File: src/rtl/sfu_pair_gen_pkg.sv
// Shared types and constants for the SFU-check pair producer and its consumer.
package sfu_pair_gen_pkg;

    localparam int LABEL_W = 3;

    typedef logic [LABEL_W-1:0] label_t;

    typedef enum logic {
        LOAD = 1'b0,
        EMIT = 1'b1
    } state_t;

    function automatic int num_pairs(input int n);
        return n * (n - 1) / 2;
    endfunction

    localparam int NUM_PAIRS = num_pairs(8);

endpackage

File: src/rtl/sfu_pair_index_counter.sv
// Nested (i,j) counter walking every unordered pair i<j, one pair per step.
module sfu_pair_index_counter #(
    parameter int NUM_ANT     = 8,
    parameter int LABEL_WIDTH = 3
) (
    input  logic                   clk,
    input  logic                   rst,
    input  logic                   start,
    input  logic                   step,
    output logic [LABEL_WIDTH-1:0] i,
    output logic [LABEL_WIDTH-1:0] j,
    output logic                   last
);

    localparam logic [LABEL_WIDTH-1:0] I_LAST = LABEL_WIDTH'(NUM_ANT - 2);
    localparam logic [LABEL_WIDTH-1:0] J_LAST = LABEL_WIDTH'(NUM_ANT - 1);

    assign last = (i == I_LAST) && (j == J_LAST);

    always_ff @(posedge clk) begin
        if (!rst || start) begin
            i <= '0;
            j <= LABEL_WIDTH'(1);
        end else if (step) begin
            if (last) begin
                i <= '0;
                j <= LABEL_WIDTH'(1);
            end else if (j == J_LAST) begin
                // row done: next row starts just right of the new diagonal
                i <= i + LABEL_WIDTH'(1);
                j <= i + LABEL_WIDTH'(2);
            end else begin
                j <= j + LABEL_WIDTH'(1);
            end
        end
    end

endmodule

File: src/rtl/sfu_pair_gen.sv
// Buffers one frame of antenna metrics, then streams every (i<j) pair to SFU-check.
module sfu_pair_gen
    import sfu_pair_gen_pkg::*;
#(
    parameter int DATA_WIDTH  = 8,
    parameter int LABEL_WIDTH = 3,
    parameter int NUM_ANT     = 8
) (
    input  logic                   clk,
    input  logic                   rst,
    input  logic                   in_valid,
    input  logic [DATA_WIDTH-1:0]  in_data,
    output logic                   in_ready,
    output logic                   x_valid,
    output logic [DATA_WIDTH-1:0]  x_0,
    output logic [DATA_WIDTH-1:0]  x_1,
    output logic [LABEL_WIDTH-1:0] x_label_0,
    output logic [LABEL_WIDTH-1:0] x_label_1,
    output logic                   x_last,
    output logic                   busy
);

    localparam logic [LABEL_WIDTH-1:0] CNT_LAST = LABEL_WIDTH'(NUM_ANT - 1);

    logic [DATA_WIDTH-1:0]  mem [NUM_ANT];
    state_t                 state;
    logic [LABEL_WIDTH-1:0] count;
    logic [LABEL_WIDTH-1:0] pi;
    logic [LABEL_WIDTH-1:0] pj;
    logic                   pair_last;
    logic                   accept;
    logic                   accept_last;
    logic                   start;
    logic                   step;

    assign accept      = (state == LOAD) && in_valid;
    assign accept_last = accept && (count == CNT_LAST);
    // the first pair is issued on the very edge that completes the frame
    assign step        = (state == EMIT) || accept_last;
    assign start       = (state == LOAD) && !accept_last;

    sfu_pair_index_counter #(
        .NUM_ANT     (NUM_ANT),
        .LABEL_WIDTH (LABEL_WIDTH)
    ) u_idx (
        .clk   (clk),
        .rst   (rst),
        .start (start),
        .step  (step),
        .i     (pi),
        .j     (pj),
        .last  (pair_last)
    );

    always_ff @(posedge clk) begin
        if (rst && accept) mem[count] <= in_data;
    end

    always_ff @(posedge clk) begin
        if (!rst) begin
            state     <= LOAD;
            count     <= '0;
            in_ready  <= 1'b1;
            busy      <= 1'b0;
            x_valid   <= 1'b0;
            x_last    <= 1'b0;
            x_0       <= '0;
            x_1       <= '0;
            x_label_0 <= '0;
            x_label_1 <= '0;
        end else begin
            x_valid <= 1'b0;
            x_last  <= 1'b0;
            case (state)
                LOAD: begin
                    if (accept_last) begin
                        count     <= '0;
                        x_valid   <= 1'b1;
                        x_last    <= pair_last;
                        x_0       <= mem[pi];
                        // the final sample is still in flight, bypass it
                        x_1       <= (pj == count) ? in_data : mem[pj];
                        x_label_0 <= pi;
                        x_label_1 <= pj;
                        if (!pair_last) begin
                            state    <= EMIT;
                            in_ready <= 1'b0;
                            busy     <= 1'b1;
                        end
                    end else if (accept) begin
                        count <= count + LABEL_WIDTH'(1);
                    end
                end
                EMIT: begin
                    x_valid   <= 1'b1;
                    x_last    <= pair_last;
                    x_0       <= mem[pi];
                    x_1       <= mem[pj];
                    x_label_0 <= pi;
                    x_label_1 <= pj;
                    if (pair_last) begin
                        state    <= LOAD;
                        in_ready <= 1'b1;
                        busy     <= 1'b0;
                    end
                end
                default: state <= LOAD;
            endcase
        end
    end

endmodule

File: config.mk
export PLATFORM = sky130hd
export DESIGN_NAME = sfu_pair_gen
export DESIGN_NICKNAME = d
export VERILOG_FILES = /design/src/rtl/sfu_pair_gen_pkg.sv /design/src/rtl/sfu_pair_index_counter.sv /design/src/rtl/sfu_pair_gen.sv
export SDC_FILE = /design/constraint.sdc
export NUM_CORES = 1
export LEC_CHECK = 0
export ABC_AREA = 1
export BUFFER_PORTS_ARGS = -buffer_cell sky130_fd_sc_hd__buf_4
export CAP_MARGIN = 25
export CORE_ASPECT_RATIO = 1.1
export CORE_MARGIN = 4
export CORE_UTILIZATION = 41
export DETAILED_ROUTE_END_ITERATION = 12
export GPL_ROUTABILITY_DRIVEN = 1
export SETUP_SLACK_MARGIN = 0.15
export SYNTH_ARGS = -nofsm -noshare
export SYNTH_HDL_FRONTEND = slang
export SYNTH_SLANG_ARGS = --single-unit
File: constraint.sdc
create_clock -name clk -period 3.7 [get_ports clk]
set_input_delay 0.185 -clock clk [delete_from_list [all_inputs] [get_ports clk]]
set_output_delay 0.185 -clock clk [all_outputs]
set_load 0.02 [all_outputs]
After elaboration in Yosys (flattened, before gate mapping)
Memories as Yosys holds them, arrays and structs flattened. A register that Yosys moved wholly into a read port is not among the register bits.
Index checks and enable logic that the tools add are counted.
{ "totals": {"reg_bits": 36, "mem_bits_rw": 64, "in_bits": 11, "out_inout_bits": 26, "elab_cells": 75, "n_memories": 1} }
{ "memory_table": {"columns": ["name", "depth", "width", "read_ports", "rd_clocked_by_memory_dff", "wr", "line", "rtl"], "rows": [
  ["mem", 8, 8, 2, 2, 1, "sfu_pair_gen.sv:25", "logic [DATA_WIDTH-1:0] mem [NUM_ANT];"]
]} }
{ "classes": {"add_sub_neg": 4, "n_eq_ne": 7, "n_mux": 36, "bitwise_logic": 1, "n_reduce_logical": 14} }
{ "op_table": {"columns": ["operator", "n"], "rows": [
  ["$mux W3", 12],
  ["$pmux W8 S2", 2],
  ["$mux W8", 3],
  ["$mux W1", 12],
  ["$pmux W3 S2", 2],
  ["$pmux W1 S2", 5],
  ["$add A3 B1 Y3 const B", 3],
  ["$eq A3 B3 Y1 const B", 3],
  ["$logic_and A1 B1 Y1", 5],
  ["$ne A2 B2 Y1 const B", 2],
  ["$reduce_and A2 Y1", 2],
  ["$reduce_bool A2 Y1", 2],
  ["$add A3 B2 Y3 const B", 1],
  ["$eq A3 B3 Y1", 1],
  ["$reduce_and A3 Y1", 1],
  ["$logic_not A1 Y1", 2],
  ["$logic_or A1 B1 Y1", 2],
  ["$ne A2 B1 Y1 const B", 1],
  ["$not A1 Y1", 1]
]} }

Logic depth before layout (Yosys ltp)
{ "logic_depth": {"ltp_word": 7, "mapped_depth": 10} }

Modules after synthesis
A second synthesis with hierarchy kept.
{ "hier_totals": {"hier_cells": 554, "area_unflattened_um2": 4762.1} }
{ "modules_own_cells": {"columns": ["module", "instances", "cells_each", "area_each_um2"], "rows": [
  ["sfu_pair_gen", 1, 500, 4379.2],
  ["sfu_pair_index_counter", 1, 54, 382.9]
]} }

Least setup slack after synthesis
OpenSTA, ideal clock, no wires.
{ "synth_path": {"path_kind": "register to register", "from": "reg state", "to": "mem mem[0][0], enable pin", "setup_ns": 0.383, "t_arrival_ns": 1.252, "setup_slack_ns": 2.065, "path_stages_with_launch": 6, "path_buffers": 0, "period_less_slack_ns": 1.635, "path_cell_list": "dfxtp_1 > inv_2 > nand2_4 > inv_1 > nand2_1 > nor3_1"} }
{ "synth_between": {"elab_chain_cells": 5} }
{ "synth_rtl": {"columns": ["item", "line", "rtl"], "rows": [
  ["start: declaration", "sfu_pair_gen.sv:26", "state_t state;"],
  ["start signal: assignment", "sfu_pair_gen.sv:61", "state <= LOAD;"],
  ["start signal: assignment", "sfu_pair_gen.sv:86", "state <= EMIT;"],
  ["start signal: assignment", "sfu_pair_gen.sv:102", "state <= LOAD;"],
  ["$not A1 Y1 (no line)", null, null],
  ["$logic_and A1 B1 Y1", "sfu_pair_gen.sv:36", "assign accept = (state == LOAD) && in_valid;"],
  ["$logic_and A1 B1 Y1", "sfu_pair_gen.sv:56", "if (rst && accept) mem[count] <= in_data;"],
  ["$mux W1", "sfu_pair_gen.sv:56", null],
  ["$mux W1 (not written as such)", "sfu_pair_gen.sv:56", null],
  ["end: declaration", "sfu_pair_gen.sv:25", null]
]} }
Every way passes these cells.

==> flow_metrics.tcl <==
set metrics [dict create \
    routed-via-count 3803 \
    maxCapViolCount 0 \
    cellLeakagePower_nw 2.18 \
    yosys_most_used_dff "sky130_fd_sc_hd__edfxtp_1" \
    fin_tns_setup_ns 0 \
    cts.htree.levels 3 \
    globalRouteOverflowTotal 0 \
    clock_latency_ns 0.35 \
    critical_path_required_ns 3.96 \
    ir_worst_vdd_v 0.000194 \
    max_freq_ghz 0.408 \
    cts_made_buffers 9 \
    setup_fix_buffers_added_after_clock_tree_synthesis 0 \
    intPower_w 0.00189 \
    yosys_register_bits 106 \
    reg2regPathDepth 8 \
    worst_hold_path_type "in -> reg" \
    post-synth-top-area-fraction_pct 39.7 \
    timing.final.max_slew_violations 0 \
    rr_startpoint "count[0]" \
    path_clk_slew_ns 0.07 \
    detail_route.wl_per_cell_microns 17.2 \
    grt.total_usage_pct 18.3 \
    pwr-share-clk_pct 42.1 \
    synth_enable_flop_cells 64 \
    coreArea_sq_mm 0.0115 \
    floorplan.io_pins 37 \
    place_hpwl_mm 7.87 \
    pwr-share-seq_pct 53.5 \
    diode_count 0 \
    wire_length_of_the_first_global_routing_pass_mm 19.0 \
    sw_frac_of_total_pct 20.9 \
    timing.final.crit_period_ns 2.45 \
    placement.io_buffers 36 \
    row_count 41 \
    pwr-share-comb_pct 4.4 \
    ctsLongestPathBuffers 2 \
    hold_violations 0 \
    final-setup-viol-count 0 \
    antenna_found_initial 0 \
    synth_warnings 0 \
    synth_seq_area_share_pct 57.1 \
    synth_top_area_cell "sky130_fd_sc_hd__edfxtp_1" \
    die_w_microns 112 \
    cts_tree "built" \
    timing.hold.worst.start "in_data[1]" \
    cp_max_fo 20 \
    post-place-cells 693 \
    power_switching_w 0.000500 \
    routed_wl_mm 12.2 \
    rsz0062_at_grt "false" \
    floorplan.die_area_sq_mm 0.0136 \
    worstMarginPinSlew_ns 1.02 \
    slew-limit-headroom_pct 31.7 \
    num-nets-final 572 \
    postRouteAntennaNets 0 \
    drc 0 \
    flow.area_growth_from_synthesis_pct 14.2 \
    syn-num-nets 548 \
    powerDensity_mw_per_mm2 433 \
    number_of_distinct_library_cells_after_synthesis 32 \
    final_layout_size_suffix_gt1_share_pct 14.5 \
    fin_crit_sh_pct 66.2 \
    synth_async_sr_flop_share_pct 0 \
    worst_ep_arrival_time_ns 2.71 \
    layout.cells.non_filler 709 \
    vias_in_the_first_global_route 3759 \
    reg2reg_setup_slack_ns 1.25 \
    post_synth_main_area_contributors "sky130_fd_sc_hd__edfxtp_1 (40%), sky130_fd_sc_hd__dfxtp_1 (17%), sky130_fd_sc_hd__nand2_1 (9.4%)" \
    drt-pass1-iter-count 6 \
    die_height_microns 122 \
    cts_root_buffer "sky130_fd_sc_hd__clkbuf_16" \
    syn_avg_cell_area_sq_um 9.13 \
    synthCells 530 \
    number_of_violations_reported_at_the_end_of_detailed_routing_iteration_0 289 \
    min_to "mem[6][1]" \
    status "finished, final reports clean" \
    holdPathStages 1 \
    cts_repair_resize_count 0 \
    clock-sinks 106 \
    gp_congestion 0.804 \
    timing.clock.skew_ns 0.00643 \
    critical_path.startpoint_type "flip-flop" \
    timing.critical_path.to_type "flip-flop" \
    post_drt_via_cell_ratio 5.36 \
    ctsHoldBuffers 0 \
    grt_max_degree 36 \
    syn-cell-area_sq_mm 0.00484 \
    starting_density_of_the_core_pct 42.1 \
    path_class "reg -> reg" \
]
==> power groups by stage <==
stage	Clock, W	Sequential [W]	Combinational [W]
floorplan	0	0.00130	0.0000638
global placement	0	0.00131	0.000103
detailed placement	0	0.00131	0.000106
CTS	0.00102	0.00128	0.000106
global route	0.00107	0.00128	0.000119
finish	0.00101	0.00128	0.000105
==> cell type report <==
class | instances | area, sq um
Clock inverter | 2 | 11.3
Timing Repair Buffer | 41 | 315
Inverter | 34 | 129
Clock buffer | 14 | 317
Fill cell | 1066 | 5960
Sequential cell | 106 | 2760
Multi-Input combinational cell | 362 | 1810
Tap cell | 150 | 188
==> cells in the mapped netlist, types with 3 or more instances <==
master	n
sky130_fd_sc_hd__a211oi_1	3
sky130_fd_sc_hd__a21oi_1	15
sky130_fd_sc_hd__buf_2	10
sky130_fd_sc_hd__buf_6	3
sky130_fd_sc_hd__clkbuf_1	10
sky130_fd_sc_hd__dfxtp_1	42
sky130_fd_sc_hd__edfxtp_1	64
sky130_fd_sc_hd__ha_1	7
sky130_fd_sc_hd__inv_1	32
sky130_fd_sc_hd__nand2_1	121
sky130_fd_sc_hd__nand3_1	59
sky130_fd_sc_hd__nand3_2	7
sky130_fd_sc_hd__nor2_1	56
sky130_fd_sc_hd__nor2_4	3
sky130_fd_sc_hd__nor3_1	8
sky130_fd_sc_hd__o211ai_1	16
sky130_fd_sc_hd__o21ai_0	52
sky130_fd_sc_hd__o21bai_1	3
sky130_fd_sc_hd__or2_2	3
==> cells by family (layout without fill, tap and decap cells) <==
kind of cell | Yosys count | after routing | share of synthesized area [%]
simple gates | 261 | 261 | 23.8
flops | 106 | 106 | 57.1
compound gates | 91 | 91 | 10.8
buf+inv | 62 | 91 | 6.00
fa+ha+maj | 7 | 7 | 1.81
xor+xnor | 3 | 3 | 0.543
==> worst max-delay path by stage <==
| stage | start | endpoint | slack (ns) | cells after the start |
|---|---|---|---|---|
| after detailed placement | count[0] | flip-flop | 1.28 | 8 |
| final | count[0] | flip-flop | 1.25 | 8 |
| after global placement | count[0] | u_idx.j[2] | 1.40 | 8 |
| after global routing | count[0] | x_label_1[2] | 1.12 | 8 |
| after CTS | count[0] | flip-flop | 1.27 | 8 |
| after floorplan | state | mem[0][0] | 2.07 | 5 |
==> cell usage in the layout (no fill, tap or decap), types with 7 or more instances in the layout <==
| master | netlist | final |
|---|---|---|
| sky130_fd_sc_hd__a21oi_1 | 15 | 15 |
| sky130_fd_sc_hd__buf_4 | 1 | 40 |
| sky130_fd_sc_hd__clkbuf_16 | 0 | 11 |
| sky130_fd_sc_hd__dfxtp_1 | 42 | 42 |
| sky130_fd_sc_hd__edfxtp_1 | 64 | 64 |
| sky130_fd_sc_hd__ha_1 | 7 | 7 |
| sky130_fd_sc_hd__inv_1 | 32 | 32 |
| sky130_fd_sc_hd__nand2_1 | 121 | 121 |
| sky130_fd_sc_hd__nand3_1 | 59 | 59 |
| sky130_fd_sc_hd__nand3_2 | 7 | 7 |
| sky130_fd_sc_hd__nor2_1 | 56 | 56 |
| sky130_fd_sc_hd__o211ai_1 | 16 | 16 |
| sky130_fd_sc_hd__o21ai_0 | 52 | 52 |
==> per-stage QoR <==
| step | cell area [sq um] | power, W | setup WS (ns) | util [%] | hold WS [ns] |
|---|---|---|---|---|---|
| after global routing | 5530 | 0.00247 | 1.12 | 48.1 | 0.0783 |
| after floorplan | 4840 | 0.00137 | 2.07 | - | 0.284 |
| after CTS | 5530 | 0.00241 | 1.27 | 48.1 | 0.0661 |
| final | 5530 | 0.00239 | 1.25 | 48.1 | 0.0757 |
| after detailed placement | 5200 | 0.00141 | 1.28 | 45.3 | 0.435 |
| after global placement | 5190 | 0.00141 | 1.40 | 45.1 | 0.433 |
==> critical path, stage by stage (launching register included) <==
cell	delay, ns
sky130_fd_sc_hd__dfxtp_1	0.56
sky130_fd_sc_hd__ha_1	0.22
sky130_fd_sc_hd__ha_1	0.14
sky130_fd_sc_hd__inv_1	0.08
sky130_fd_sc_hd__nor2_4	0.17
sky130_fd_sc_hd__nor2_4	0.09
sky130_fd_sc_hd__nor2_4	0.52
sky130_fd_sc_hd__inv_1	0.33
sky130_fd_sc_hd__a211oi_1	0.25
==> state kept, by name (all words and copies together), names as in the netlist, named ones only <==
name	count
mem	64
x_0	8
x_1	8
count	3
u_idx.i	3
u_idx.j	3
x_label_0	3
x_label_1	3
busy	1
in_ready	1
state	1
x_last	1
x_valid	1
==> per-layer routing <==
metal	track usage, %	wire [microns]	up-vias	part of all wire, %
met4	8.67	267	0	2.2
met1	22.3	5300	1818	43
li1	-	-	1850	-
met3	3.78	773	17	6.3
met5	0	0	-	0
met2	31.1	5860	118	48
No activity file was read; power rests on OpenSTA's default activity.
